==> src/rtl/cp0_pkg.sv <==
// Shared CP0 definitions: register numbers, Cause/Status bit positions and
// reset constants used by the CP0 timer/compare logic.
package cp0_pkg;

    // CP0 register numbers (rd field of mtc0/mfc0)
    localparam logic [4:0] CP0_COUNT   = 5'd9;
    localparam logic [4:0] CP0_COMPARE = 5'd11;
    localparam logic [4:0] CP0_STATUS  = 5'd12;
    localparam logic [4:0] CP0_CAUSE   = 5'd13;

    // Bit positions inside Cause
    localparam logic [4:0] CAUSE_TI  = 5'd30;
    localparam logic [4:0] CAUSE_IP7 = 5'd15;

    // Reset values of Count and Compare
    localparam logic [31:0] COUNT_RST = 32'h0000_0001;
    localparam logic [31:0] CMP_RST   = 32'h0000_0000;

endpackage

==> src/rtl/cp0_match_edge.sv <==
// Count/Compare equality detector with rising-edge qualification: a match
// that persists for several cycles produces a single set pulse.
module cp0_match_edge #(
    parameter int unsigned WIDTH = 32
) (
    input  logic             clk,
    input  logic             rst_n,
    input  logic [WIDTH-1:0] i_count,
    input  logic [WIDTH-1:0] i_cmp,
    output logic             o_set
);

    logic w_match;
    logic r_match_prev;

    assign w_match = (i_count == i_cmp);

    // Remember last cycle's equality so a held match is only seen once
    always_ff @(posedge clk or negedge rst_n) begin
        if (!rst_n) begin
            r_match_prev <= 1'b0;
        end else begin
            r_match_prev <= w_match;
        end
    end

    assign o_set = w_match & ~r_match_prev;

endmodule

==> src/rtl/cp0_timer_compare.sv <==
// CP0 Compare register and timer-interrupt (Cause.TI / IP7) generator.
// Optional feature macro: CP0_TIMER_AUTORELOAD_EN adds a period register that
// advances Compare by the period on each timer event.
module cp0_timer_compare
    import cp0_pkg::*;
#(
    parameter int unsigned      WIDTH   = 32,
    parameter logic [WIDTH-1:0] CMP_RST = WIDTH'(cp0_pkg::CMP_RST)
) (
    input  logic             clk,
    input  logic             rst_n,
    input  logic [WIDTH-1:0] count_q,
    input  logic             count_we,
    input  logic             cmp_we,
    input  logic [WIDTH-1:0] cmp_wd,
    input  logic             period_we,
    input  logic [WIDTH-1:0] period_wd,
    input  logic             irq_en,
    output logic [WIDTH-1:0] cmp_q,
    output logic             ti,
    output logic             timer_irq
);

    logic [WIDTH-1:0] r_cmp;
    logic             r_ti;
    logic [WIDTH-1:0] w_cmp_nxt;
    logic             w_ti_nxt;
    logic             w_set;
    logic             w_unused;

    // A Count write has no direct effect here: a new Count value that equals
    // Compare is caught by the edge detector like any other match.
`ifdef CP0_TIMER_AUTORELOAD_EN
    logic [WIDTH-1:0] r_period;

    assign w_unused = count_we;
`else
    assign w_unused = ^{count_we, period_we, period_wd};
`endif

    cp0_match_edge #(
        .WIDTH (WIDTH)
    ) u_match_edge (
        .clk     (clk),
        .rst_n   (rst_n),
        .i_count (count_q),
        .i_cmp   (r_cmp),
        .o_set   (w_set)
    );

    // Next Compare/TI: a software Compare write beats a simultaneous timer event
    always_comb begin
        w_cmp_nxt = r_cmp;
        w_ti_nxt  = r_ti;
        if (cmp_we) begin
            w_cmp_nxt = cmp_wd;
            w_ti_nxt  = 1'b0;
        end else if (w_set) begin
            w_ti_nxt = 1'b1;
`ifdef CP0_TIMER_AUTORELOAD_EN
            if (r_period != {WIDTH{1'b0}}) begin
                w_cmp_nxt = r_cmp + r_period;
            end else begin
                w_cmp_nxt = r_cmp;
            end
`endif
        end else begin
            w_cmp_nxt = r_cmp;
            w_ti_nxt  = r_ti;
        end
    end

    // Compare and pending-TI state
    always_ff @(posedge clk or negedge rst_n) begin
        if (!rst_n) begin
            r_cmp <= CMP_RST;
            r_ti  <= 1'b0;
        end else begin
            r_cmp <= w_cmp_nxt;
            r_ti  <= w_ti_nxt;
        end
    end

`ifdef CP0_TIMER_AUTORELOAD_EN
    // Auto-reload period, written by software
    always_ff @(posedge clk or negedge rst_n) begin
        if (!rst_n) begin
            r_period <= {WIDTH{1'b0}};
        end else if (period_we) begin
            r_period <= period_wd;
        end else begin
            r_period <= r_period;
        end
    end
`endif

    assign cmp_q     = r_cmp;
    assign ti        = r_ti;
    // Status gating only masks the request; TI stays visible for polling
    assign timer_irq = r_ti & irq_en;

endmodule

==> config.mk <==
export PLATFORM = sky130hd
export DESIGN_NAME = cp0_timer_compare
export DESIGN_NICKNAME = d
export VERILOG_FILES = /design/src/rtl/cp0_pkg.sv /design/src/rtl/cp0_match_edge.sv /design/src/rtl/cp0_timer_compare.sv
export SDC_FILE = /design/constraint.sdc
export NUM_CORES = 1
export LEC_CHECK = 0
export ABC_AREA = 1
export BUFFER_PORTS_ARGS = -buffer_cell sky130_fd_sc_hd__buf_4
export CAP_MARGIN = 10
export CORE_MARGIN = 1
export CORE_UTILIZATION = 43
export CTS_BUF_LIST = sky130_fd_sc_hd__clkbuf_16
export DETAILED_ROUTE_END_ITERATION = 10
export GPL_TIMING_DRIVEN = 0
export PLACE_DENSITY = 0.86
export SLEW_MARGIN = 15
export SYNTH_ARGS = -nofsm -noshare
export SYNTH_HDL_FRONTEND = slang
export SYNTH_SLANG_ARGS = --single-unit
export TNS_END_PERCENT = 100
==> constraint.sdc <==
create_clock -name clk -period 2.5 [get_ports clk]
set_clock_uncertainty 0.2 [all_clocks]
set_input_delay 0 -clock clk [delete_from_list [all_inputs] [get_ports clk]]
set_output_delay 0 -clock clk [all_outputs]
set_load 0.02 [all_outputs]
Yosys cells after proc, flatten, opt, wreduce, memory -nomap -nowiden
Cells that the tools add are included.
Word-level totals
  flip-flop bits (word level): 34
  input bits: 102
  output and inout bits: 34
  word-level logic and storage cells: 10
Cells by class
  equal/unequal tests: 1
  multiplexer cells: 2
  bitwise operators: 3
  reduce and logical (&&, ||, !) cells: 1
Operators by type and width (count)
  $eq A32 B32 Y1: 1
  $and A1 B1 Y1: 2
  $mux W1: 2
  $reduce_bool A2 Y1: 1
  $not A1 Y1: 1

Logic depth before layout (Yosys ltp)
Gate-level depths: netlist (run 1).
  word-level depth: 4
  gate-level depth with buffers: 9
  mapped depth without buffers: 9

Modules after synthesis
Synthesis (run 1) repeated with hierarchy kept, for this count alone.
Second synthesis, totals
  cell total of the unflattened synthesis: 243
  area, all modules: 1849.3 um^2
By module, submodules not included
  cp0_timer_compare: instances 1, cells each 141, area each 1327.5 um^2, seq. area each 825.8 um^2
  cp0_match_edge: instances 1, cells each 102, area each 521.8 um^2, seq. area each 25.0 um^2

Worst setup path before layout (run 1)
No wires, ideal clock.
  kind: register -> register
  start: register r_cmp[6], in the netlist cmp_q[6]
  end: register r_ti, in the netlist ti
  library setup time: 0.073 ns
  data arrival time: 1.103 ns
  data required time: 2.227 ns
  setup slack: 1.124 ns
  stages on the path, launching flop included: 8
  buffers on the path: 0
  period minus slack after synthesis: 1.376 ns
  cells stage by stage: dfrtp_1 > xnor2_1 > nand2_1 > nor2_1 > nand2_1 > nor2_1 > nand3_1 > a21oi_2
On the way
  word-level cells in the longest chain between the ends: 3
RTL lines
  from (decl): RTL line cp0_timer_compare.sv:24  | logic [WIDTH-1:0] r_cmp;
  from (signal assigned): RTL line cp0_timer_compare.sv:79  | r_cmp <= w_cmp_nxt;
  $eq A32 B32 Y1: RTL line cp0_match_edge.sv:16  | assign w_match = (i_count == i_cmp);
  $and A1 B1 Y1: RTL line cp0_match_edge.sv:27  | assign o_set = w_match & ~r_match_prev;
  $reduce_bool A2 Y1 (no line)
  to (signal assigned): RTL line cp0_timer_compare.sv:80  | r_ti <= w_ti_nxt;
  to (decl): RTL line cp0_timer_compare.sv:25  | logic r_ti;
Every way passes these cells.
A chain may end at the register's enable or synchronous reset.

Worst setup path after layout (run 1)
  start: register r_cmp[31], in the netlist cmp_q[31]
  end: register r_ti, in the netlist ti
Same word-level chain as after synthesis.

==> reports/metrics.csv, run 1 <==
metric,value,unit
status,finished with violations,
violations,hold timing,
pwr-share-comb,0.298,
drv_cap,0,
dp_hpwl,3380,um
antenna_found_initial,0,
cp.required,2.50,ns
postSynth.asyncResetShare,1.00,
hp-class,in2reg,
p_switching,0.467,mW
m1WireLength,2010,um
p_leak,1.63,nW
synth_top_cell_by_area,dfrtp_1,
fillCellCount,210,
routed_wl,5820,um
avgSynthCellArea,8.98,um2
synth_fp_nets,297,
cts_max_path_buffers,2,
placed_area,0.00256,mm2
swShare,0.272,
vias,1915,
drive_gt1_frac,0.376,
area_delta_synth_final,85.7,%
multiInputGateArea,793,um2
finalCriticalPeriod,2.06,ns
finalCritPeriodShare,0.826,
pin_count,136,
synth_edf_count,0,
core,0.00377,mm2
clkSinkCount,34,
end_kind,flop,
pre_cts_slack,1.06,ns
ys.flop_type,dfrtp_1,
pwr-share-clk,0.323,
drv_slew,0,
power_density,528,mW/mm2
pwr-share-seq,0.380,
synth_most_common_cell,nand2_1,
timing_worst_setup_path_type,reg2reg,
antenna_cells,0,
p_int,1.25,mW
yosysSeqAreaShare,0.486,
max-slew-margin-rel,0.709,
fin_setup_tns,0,ns
worstPathMaxFanout,3,
grt_usage,0.279,
initial_utilization,0.464,
synth-warning-count,0,
routedWlPerCell,14.4,um
routabilityCongestion,0.718,
clkTransAtPathRegs,0.05,ns
cts_max_level,2,
drc,0,
netlist_top_cells_area,"dfrtp_1, nand2_1, mux2_2, xnor2_1, inv_1",
synth-seq-cells,34,
setup_slack,0.436,ns
top_layer_used,met4,
fmax,0.484,GHz
postSynthCellCount,195,
cts_root_buf,clkbuf_16,
synth_top_area_frac,0.486,
grt_pass1_wl,8830,um
cts_tree,done,
synthDistinctLibCells,13,
setup_viol,0,
insertion_delay,0.27,ns
vias_per_cell,4.74,
ff_latch_area,851,um2
drt-initial-drc-count,58,
crit_arrival,2.06,ns
post-route-cell-area,0.00325,mm2
gr-total-overflow,0,
die_w,65.8,um
grt_pass1_vias,2072,
num-nets-final,458,
die_area,0.00433,mm2
whs,-0.0574,ns
rows,22,
netlist_area,0.00175,mm2
drt-pass1-iter-count,4,
yosys-top-cells-count,"nand2_1, dfrtp_1, inv_1",
io_buffer_count,100,
critPathLaunchType,flop,
die_height,65.8,um
grt_max_degree,35,
hold_viol_final,1,
peakVddDrop,0.000387,V
finalPower,1.72,mW
wl_met2,3310,um
worst_pin_slew,0.436,ns
wl_met3,318,um
rsz0062_at_grt,no,
cts_made_buffers,5,
drtAntennaViolNets,0,
==> worst paths after layout <==
kind,start,endpoint,slack [ns],cells past startpoint
worst min-delay path,count_q[15],u_match_edge.r_match_prev,-0.06,6
worst max-delay path,cmp_q[31],ti,0.44,8
max in group asynchronous,rst_n,cmp_q[12],1.76,2
min in group asynchronous,rst_n,cmp_q[19],0.04,2
worst max register to register,cmp_q[31],ti,0.44,8
worst min register to register,u_match_edge.r_match_prev,ti,0.32,3
==> cell type report <==
class                           count  share of cell area
Buffer                              5             0.00885
Clock buffer                        5              0.0385
Clock inverter                      2             0.00231
Inverter                           25              0.0289
Multi-Input combinational cell    131               0.244
Sequential cell                    34               0.262
Tap cell                           48              0.0185
Timing Repair Buffer              154               0.397
==> power by group through the flow <==
stage	sequential (mW)	clock, mW	combinational, mW
2_1_floorplan	0.713	0	0.142
3_3_place_gp	0.653	0	0.395
3_5_place_dp	0.656	0	0.406
4_1_cts	0.647	0.563	0.492
5_1_grt	0.657	0.589	0.548
6_report	0.651	0.553	0.511
==> worst max-delay path, stage by stage, from the launching register on <==
cell	delay, ns
dfrtp_1	0.42
xnor2_1	0.17
nand2_1	0.08
dlygate4sd3_1	0.57
nor2_1	0.14
nand2_2	0.09
nor2_1	0.11
nand3_1	0.09
a21oi_2	0.11
==> metrics by stage <==
step	hold WS (ns)	utilization	cells
2_1_floorplan	-0.496	-	195
3_3_place_gp	-0.229	0.679	343
3_5_place_dp	-0.229	0.679	343
4_1_cts	0.000871	0.858	404
5_1_grt	0.00398	0.862	404
6_report	-0.0574	0.862	404
==> flip-flops by register name, indices dropped and copies added, names as in the netlist <==
register,flops
ti,1
cmp_q,32
u_match_edge.r_match_prev,1
==> per-layer routing <==
layer  up-vias  global-route usage
li1        918                   -
met1       892               0.274
met2        83               0.552
met3        22              0.0603
met4         0               0.109
met5         -                   0
==> cells in the final DEF (no fill, tap or decap) <==
cell type,instances
a21oi_2,1
buf_2,2
buf_4,102
clkbuf_1,1
clkbuf_16,5
dfrtp_1,34
dlygate4sd3_1,54
inv_1,27
mux2_2,21
nand2_1,64
nand2_2,1
nand3_1,1
nor2_1,10
nor4_2,1
o21ai_0,11
xnor2_1,20
xnor2_2,1
==> cells by family after synthesis <==
logic type	share of synthesized area
mux	0.135
xor+xnor	0.105
flops	0.486
buf+inv	0.0700
compound gates	0.0365
simple gates	0.167
==> timing repair <==
item | CTS | global route
hold endpoints to repair | 67 | 1
endpoints found under the setup margin | 0 | 2
setup buffers | 0 | 0
resized for setup | 0 | 3
hold buffers | 54 | 3
Note: power is estimated with default switching activity, not from simulation.
==> run 2, diff against run 1 <==
--- a/config.mk
+++ b/config.mk
@@ -9,11 +9,11 @@
 export BUFFER_PORTS_ARGS = -buffer_cell sky130_fd_sc_hd__buf_4
 export CAP_MARGIN = 10
 export CORE_MARGIN = 1
-export CORE_UTILIZATION = 43
+export CORE_UTILIZATION = 36
 export CTS_BUF_LIST = sky130_fd_sc_hd__clkbuf_16
 export DETAILED_ROUTE_END_ITERATION = 10
 export GPL_TIMING_DRIVEN = 0
-export PLACE_DENSITY = 0.86
+export PLACE_DENSITY = 0.77
 export SLEW_MARGIN = 15
 export SYNTH_ARGS = -nofsm -noshare
 export SYNTH_HDL_FRONTEND = slang
==> constraint.sdc (replaced) <==
create_clock -name clk -period 1.8 [get_ports clk]
set_clock_uncertainty 0.2 [all_clocks]
set_input_delay 0 -clock clk [delete_from_list [all_inputs] [get_ports clk]]
set_output_delay 0 -clock clk [all_outputs]
set_load 0.02 [all_outputs]
==> reports/metrics.csv, run 2 (synthesized netlist as in run 1, its figures left out) <==
metric,value,unit,change
status,finished with violations,,unchanged
violations,hold timing,,unchanged
ff_latch_area,851,um2,unchanged
num-nets-final,465,,was 458
timing_worst_setup_path_type,reg2reg,,unchanged
worst_pin_slew,0.449,ns,was 0.436 ns
pin_count,136,,unchanged
cts_max_path_buffers,2,,unchanged
hold_viol_final,1,,unchanged
swShare,0.262,,was 0.272
finalCritPeriodShare,0.879,,was 0.826
routedWlPerCell,13.5,um,was 14.4 um
rows,25,,was 22
critPathLaunchType,flop,,unchanged
drtAntennaViolNets,0,,unchanged
antenna_found_initial,0,,unchanged
clkTransAtPathRegs,0.06,ns,was 0.05 ns
slowest_delay,0.55,ns,was 0.57 ns
routed_wl,5640,um,was 5820 um
rsz0062_at_grt,no,,unchanged
fin_util,0.711,,was 0.862
multiInputGateArea,777,um2,was 793 um2
fmax,0.632,GHz,was 0.484 GHz
routabilityCongestion,0.714,,was 0.718
pwr-share-clk,0.373,,was 0.323
finalCriticalPeriod,1.58,ns,was 2.06 ns
area_delta_synth_final,90.7,%,was 85.7%
crit_chain,"mux2_2, dlygate4sd3_1",,"was xnor2_1, nand2_1, dlygate4sd3_1, nor2_1, nand2_2, nor2_1, nand3_1, a21oi_2"
vias_per_cell,4.49,,was 4.74
clkSinkCount,34,,unchanged
grt_max_degree,35,,unchanged
core,0.00469,mm2,was 0.00377 mm2
hp-class,in2reg,,unchanged
drt-initial-drc-count,51,,was 58
end_kind,flop,,unchanged
power_density,758,mW/mm2,was 528 mW/mm2
antenna_cells,0,,unchanged
cts_tree,done,,unchanged
die_area,0.00515,mm2,was 0.00433 mm2
setup_viol,0,,unchanged
grt_busiest_layer,met2,,unchanged
insertion_delay,0.27,ns,about the same
drv_cap,0,,unchanged
grt_util_met2,0.471,,was 0.552
cts_made_buffers,5,,unchanged
p_int,1.87,mW,was 1.25 mW
slowest_stage,dlygate4sd3_1,,unchanged
crit_arrival,1.54,ns,was 2.06 ns
drv_slew,0,,unchanged
cts_resized,0,,unchanged
drc,0,,unchanged
grt_use_met1,0.229,,was 0.274
initial_utilization,0.373,,was 0.464
met3_usage,0.0394,,was 0.0603
p_leak,1.67,nW,was 1.63 nW
cts_root_buf,clkbuf_16,,unchanged
grt_usage,0.229,,was 0.279
fillCellCount,349,,was 210
peakVddDrop,0.000489,V,was 0.000387 V
io_buffer_count,100,,unchanged
fin_setup_tns,0,ns,unchanged
die_height,71.7,um,was 65.8 um
grt_pass1_vias,1964,,"was 2,072"
cp.required,1.76,ns,was 2.50 ns
r2r_slack,0.22,ns,was 0.44 ns
drive_gt1_frac,0.364,,was 0.376
p_switching,0.663,mW,was 0.467 mW
drt-pass1-iter-count,4,,unchanged
max-slew-margin-rel,0.701,,was 0.709
pwr-share-comb,0.270,,was 0.298
vias,1874,,"was 1,915"
largest_register_ffs,32,,unchanged
die_w,71.7,um,was 65.8 um
grt_pass1_wl,8950,um,was 8830 um
pwr-share-seq,0.356,,was 0.380
final_cell_mix,"buf_4, nand2_1, dlygate4sd3_1",,unchanged
final_common_cell,buf_4,,unchanged
dp_hpwl,3280,um,was 3380 um
cts_max_level,2,,unchanged
whs,-0.00781,ns,was -0.0574 ns
gr-total-overflow,0,,unchanged
worstPathMaxFanout,3,,unchanged
## run 2: cell count changes in the layout (fill, tap and decap cells not counted)
cell           change
bufinv_16          +1
clkinv_1           +1
dlygate4sd3_1      +7
inv_1              -2
nand2_1            +1
nand2_2            -1
nor4_1             +1
nor4_2             -1
xnor2_1            +1
xnor2_2            -1
## run 2: metrics by stage
step	hold slack [ns]	power (mW)	cell area (um2)	setup WS, ns	std cells
after floorplan	-0.496	1.19	1750	0.424	195
after global placement	-0.218	1.46	2570	0.371	349
after detailed placement	-0.220	1.47	2570	0.346	349
after CTS	0.00444	2.53	3340	0.264	417
after global routing	0.0576	2.64	3340	0.160	417
final	-0.00781	2.53	3340	0.219	417
## run 2: what timing repair did
action / 4_1_cts / 5_1_grt
setup buffers: 0 / 0
hold buffers: 61 / 0
hold endpoints to repair: 67 / 0
endpoints found under the setup margin: 0 / 0
## run 2: cell type report
class | instances | area share
Clock inverter | 2 | 0.0101
Multi-Input combinational cell | 131 | 0.233
Sequential cell | 34 | 0.255
Tap cell | 54 | 0.0202
Inverter | 25 | 0.0281
Clock buffer | 5 | 0.0375
Timing Repair Buffer | 161 | 0.408
Buffer | 5 | 0.00862
## run 2: power groups by stage
stage	clock [mW]	combinational [mW]	sequential, mW
after floorplan	0	0.197	0.990
after global placement	0	0.552	0.908
after detailed placement	0	0.563	0.912
after CTS	0.957	0.675	0.899
after global routing	0.982	0.742	0.911
final	0.944	0.684	0.902
## run 2: routing by layer
metal,up-vias,share of wire
met4,0,0.013
met3,9,0.047
met5,-,0
met2,67,0.58
li1,931,-
met1,867,0.36
## run 2: final timing paths
kind | from | endpoint | cells after the start
worst max-delay path | cmp_q[27] | cmp_q[27] | 2
worst min-delay path | count_q[28] | u_match_edge.r_match_prev | 8
worst min register to register | u_match_edge.r_match_prev | ti | 3
worst max register to register | cmp_q[27] | cmp_q[27] | 2
max in group asynchronous | rst_n | cmp_q[13] | 2
min in group asynchronous | rst_n | cmp_q[1] | 2
## run 2: critical path, delay by kind of cell (launching register included)
family / cells / cell delay, ns
buf+inv: 1 / 0.55
mux: 1 / 0.29
flops: 1 / 0.41
==> run 3, diff against run 2 <==
--- a/config.mk
+++ b/config.mk
@@ -12,7 +12,6 @@
 export CORE_UTILIZATION = 36
 export CTS_BUF_LIST = sky130_fd_sc_hd__clkbuf_16
 export DETAILED_ROUTE_END_ITERATION = 10
-export GPL_TIMING_DRIVEN = 0
 export PLACE_DENSITY = 0.77
 export SLEW_MARGIN = 15
 export SYNTH_ARGS = -nofsm -noshare
==> reports/metrics.csv, run 3 (synthesized netlist as in run 1, its figures left out) <==
metric,value,unit,change
status,finished with violations,,unchanged
violations,hold timing,,unchanged
peakVddDrop,0.000572,V,was 0.000489 V
antenna_found_initial,0,,unchanged
swShare,0.270,,was 0.262
rows,25,,unchanged
finalCriticalPeriod,1.46,ns,was 1.58 ns
placed_area,0.00255,mm2,was 0.00257 mm2
drv_slew,0,,unchanged
drtAntennaViolNets,0,,unchanged
r2r_slack,0.34,ns,was 0.22 ns
vias,1794,,"was 1,874"
critPathLaunchType,flop,,unchanged
fmax,0.685,GHz,was 0.632 GHz
vias_per_cell,4.39,,was 4.49
cts_made_buffers,5,,unchanged
timing_worst_setup_path_type,reg2reg,,unchanged
hp-class,in2reg,,unchanged
p_leak,1.63,nW,was 1.67 nW
post_cts_buffers,0,,unchanged
max-slew-margin-rel,0.669,,was 0.701
cts_resized,0,,unchanged
hold_viol_final,1,,unchanged
pwr-share-clk,0.335,,was 0.373
worstPathMaxFanout,3,,unchanged
num-nets-final,456,,was 465
power_density,722,mW/mm2,was 758 mW/mm2
grt_usage,0.207,,was 0.229
p_switching,0.633,mW,was 0.663 mW
pin_count,136,,unchanged
drt-pass1-iter-count,4,,unchanged
initial_utilization,0.373,,unchanged
die_area,0.00515,mm2,unchanged
drc,0,,unchanged
pwr-share-comb,0.282,,was 0.270
crit_arrival,1.46,ns,was 1.54 ns
insertion_delay,0.27,ns,about the same
drive_gt1_frac,0.363,,was 0.364
final_common_cell,buf_4,,unchanged
multiInputGateArea,777,um2,unchanged
hold_buffers,56,,was 61
cts_root_buf,clkbuf_16,,unchanged
routedWlPerCell,12.6,um,was 13.5 um
drt-initial-drc-count,37,,was 51
antenna_cells,0,,unchanged
whs,-0.00587,ns,was -0.00781 ns
largest_register_ffs,32,,unchanged
cts_tree,done,,unchanged
routed_wl,5170,um,was 5640 um
grt_pass1_wl,8140,um,was 8950 um
clkTransAtPathRegs,0.05,ns,was 0.06 ns
grt_pass1_vias,1867,,"was 1,964"
p_int,1.71,mW,was 1.87 mW
end_kind,flop,,unchanged
worst_pin_slew,0.496,ns,was 0.449 ns
finalPower,2.34,mW,was 2.53 mW
die_height,71.7,um,unchanged
fin_setup_tns,0,ns,unchanged
gr-total-overflow,0,,unchanged
cts_max_path_buffers,2,,unchanged
routabilityCongestion,0.694,,was 0.714
area_delta_synth_final,85.4,%,was 90.7%
die_w,71.7,um,unchanged
cts_max_level,2,,unchanged
grt_max_degree,45,,was 35
final_cell_mix,"buf_4, nand2_1, dlygate4sd3_1",,unchanged
dp_hpwl,3040,um,was 3280 um
io_buffer_count,101,,was 100
pwr-share-seq,0.383,,was 0.356
ff_latch_area,851,um2,unchanged
rsz0062_at_grt,no,,unchanged
setup_viol,0,,unchanged
post-route-cell-area,0.00325,mm2,was 0.00334 mm2
core,0.00469,mm2,unchanged
drv_cap,0,,unchanged
finalCritPeriodShare,0.811,,was 0.879
clkSinkCount,34,,unchanged
cp.required,1.80,ns,was 1.76 ns
fillCellCount,385,,was 349
run 3: stage by stage:
step | util | setup WS (ns) | cells
6_report | 0.692 | 0.340 | 409
3_3_place_gp | 0.543 | 0.361 | 345
4_1_cts | 0.692 | 0.329 | 409
3_5_place_dp | 0.543 | 0.337 | 345
2_1_floorplan | - | 0.424 | 195
5_1_grt | 0.692 | 0.195 | 409
run 3: layer usage:
| metal | GRT usage | wire, um |
|---|---|---|
| met1 | 0.219 | 1960 |
| met2 | 0.397 | 2840 |
| met3 | 0.0534 | 312 |
| met4 | 0.0675 | 59 |
| met5 | 0 | 0 |
run 3: path summary, 6_finish.rpt:
path                                      startpoint                   endpoint  cells past startpoint
max                                         cmp_q[2]                         ti                      7
min                                       count_q[5]  u_match_edge.r_match_prev                      8
max reg2reg                                 cmp_q[2]                         ti                      7
min reg2reg                u_match_edge.r_match_prev                         ti                      3
max in group asynchronous                      rst_n                   cmp_q[6]                      2
min in group asynchronous                      rst_n                   cmp_q[1]                      2
run 3: area by class of cell:
cell class / instances / share of cell area
clock buffers: 5 / 0.0386
clock inverters: 3 / 0.00386
inverters: 25 / 0.0289
multi-input cells: 131 / 0.239
flip-flops and latches: 34 / 0.262
well taps: 54 / 0.0208
repair buffers: 157 / 0.406
run 3: worst max-delay path, stage by stage (launching register included):
cell and delay [ns]:
dfrtp_1 0.40, xnor2_1 0.18, nand2_1 0.07, nor2_1 0.13, nand2_1 0.09, nor2_1 0.12
nand3_1 0.09, a21oi_2 0.11
run 3: power groups by stage:
stage / Clock, mW / Sequential [mW] / Combinational [mW]
6_report: 0.785 / 0.899 / 0.660
2_1_floorplan: 0 / 0.990 / 0.197
3_3_place_gp: 0 / 0.906 / 0.545
5_1_grt: 0.840 / 0.909 / 0.715
4_1_cts: 0.813 / 0.898 / 0.653
3_5_place_dp: 0 / 0.911 / 0.555
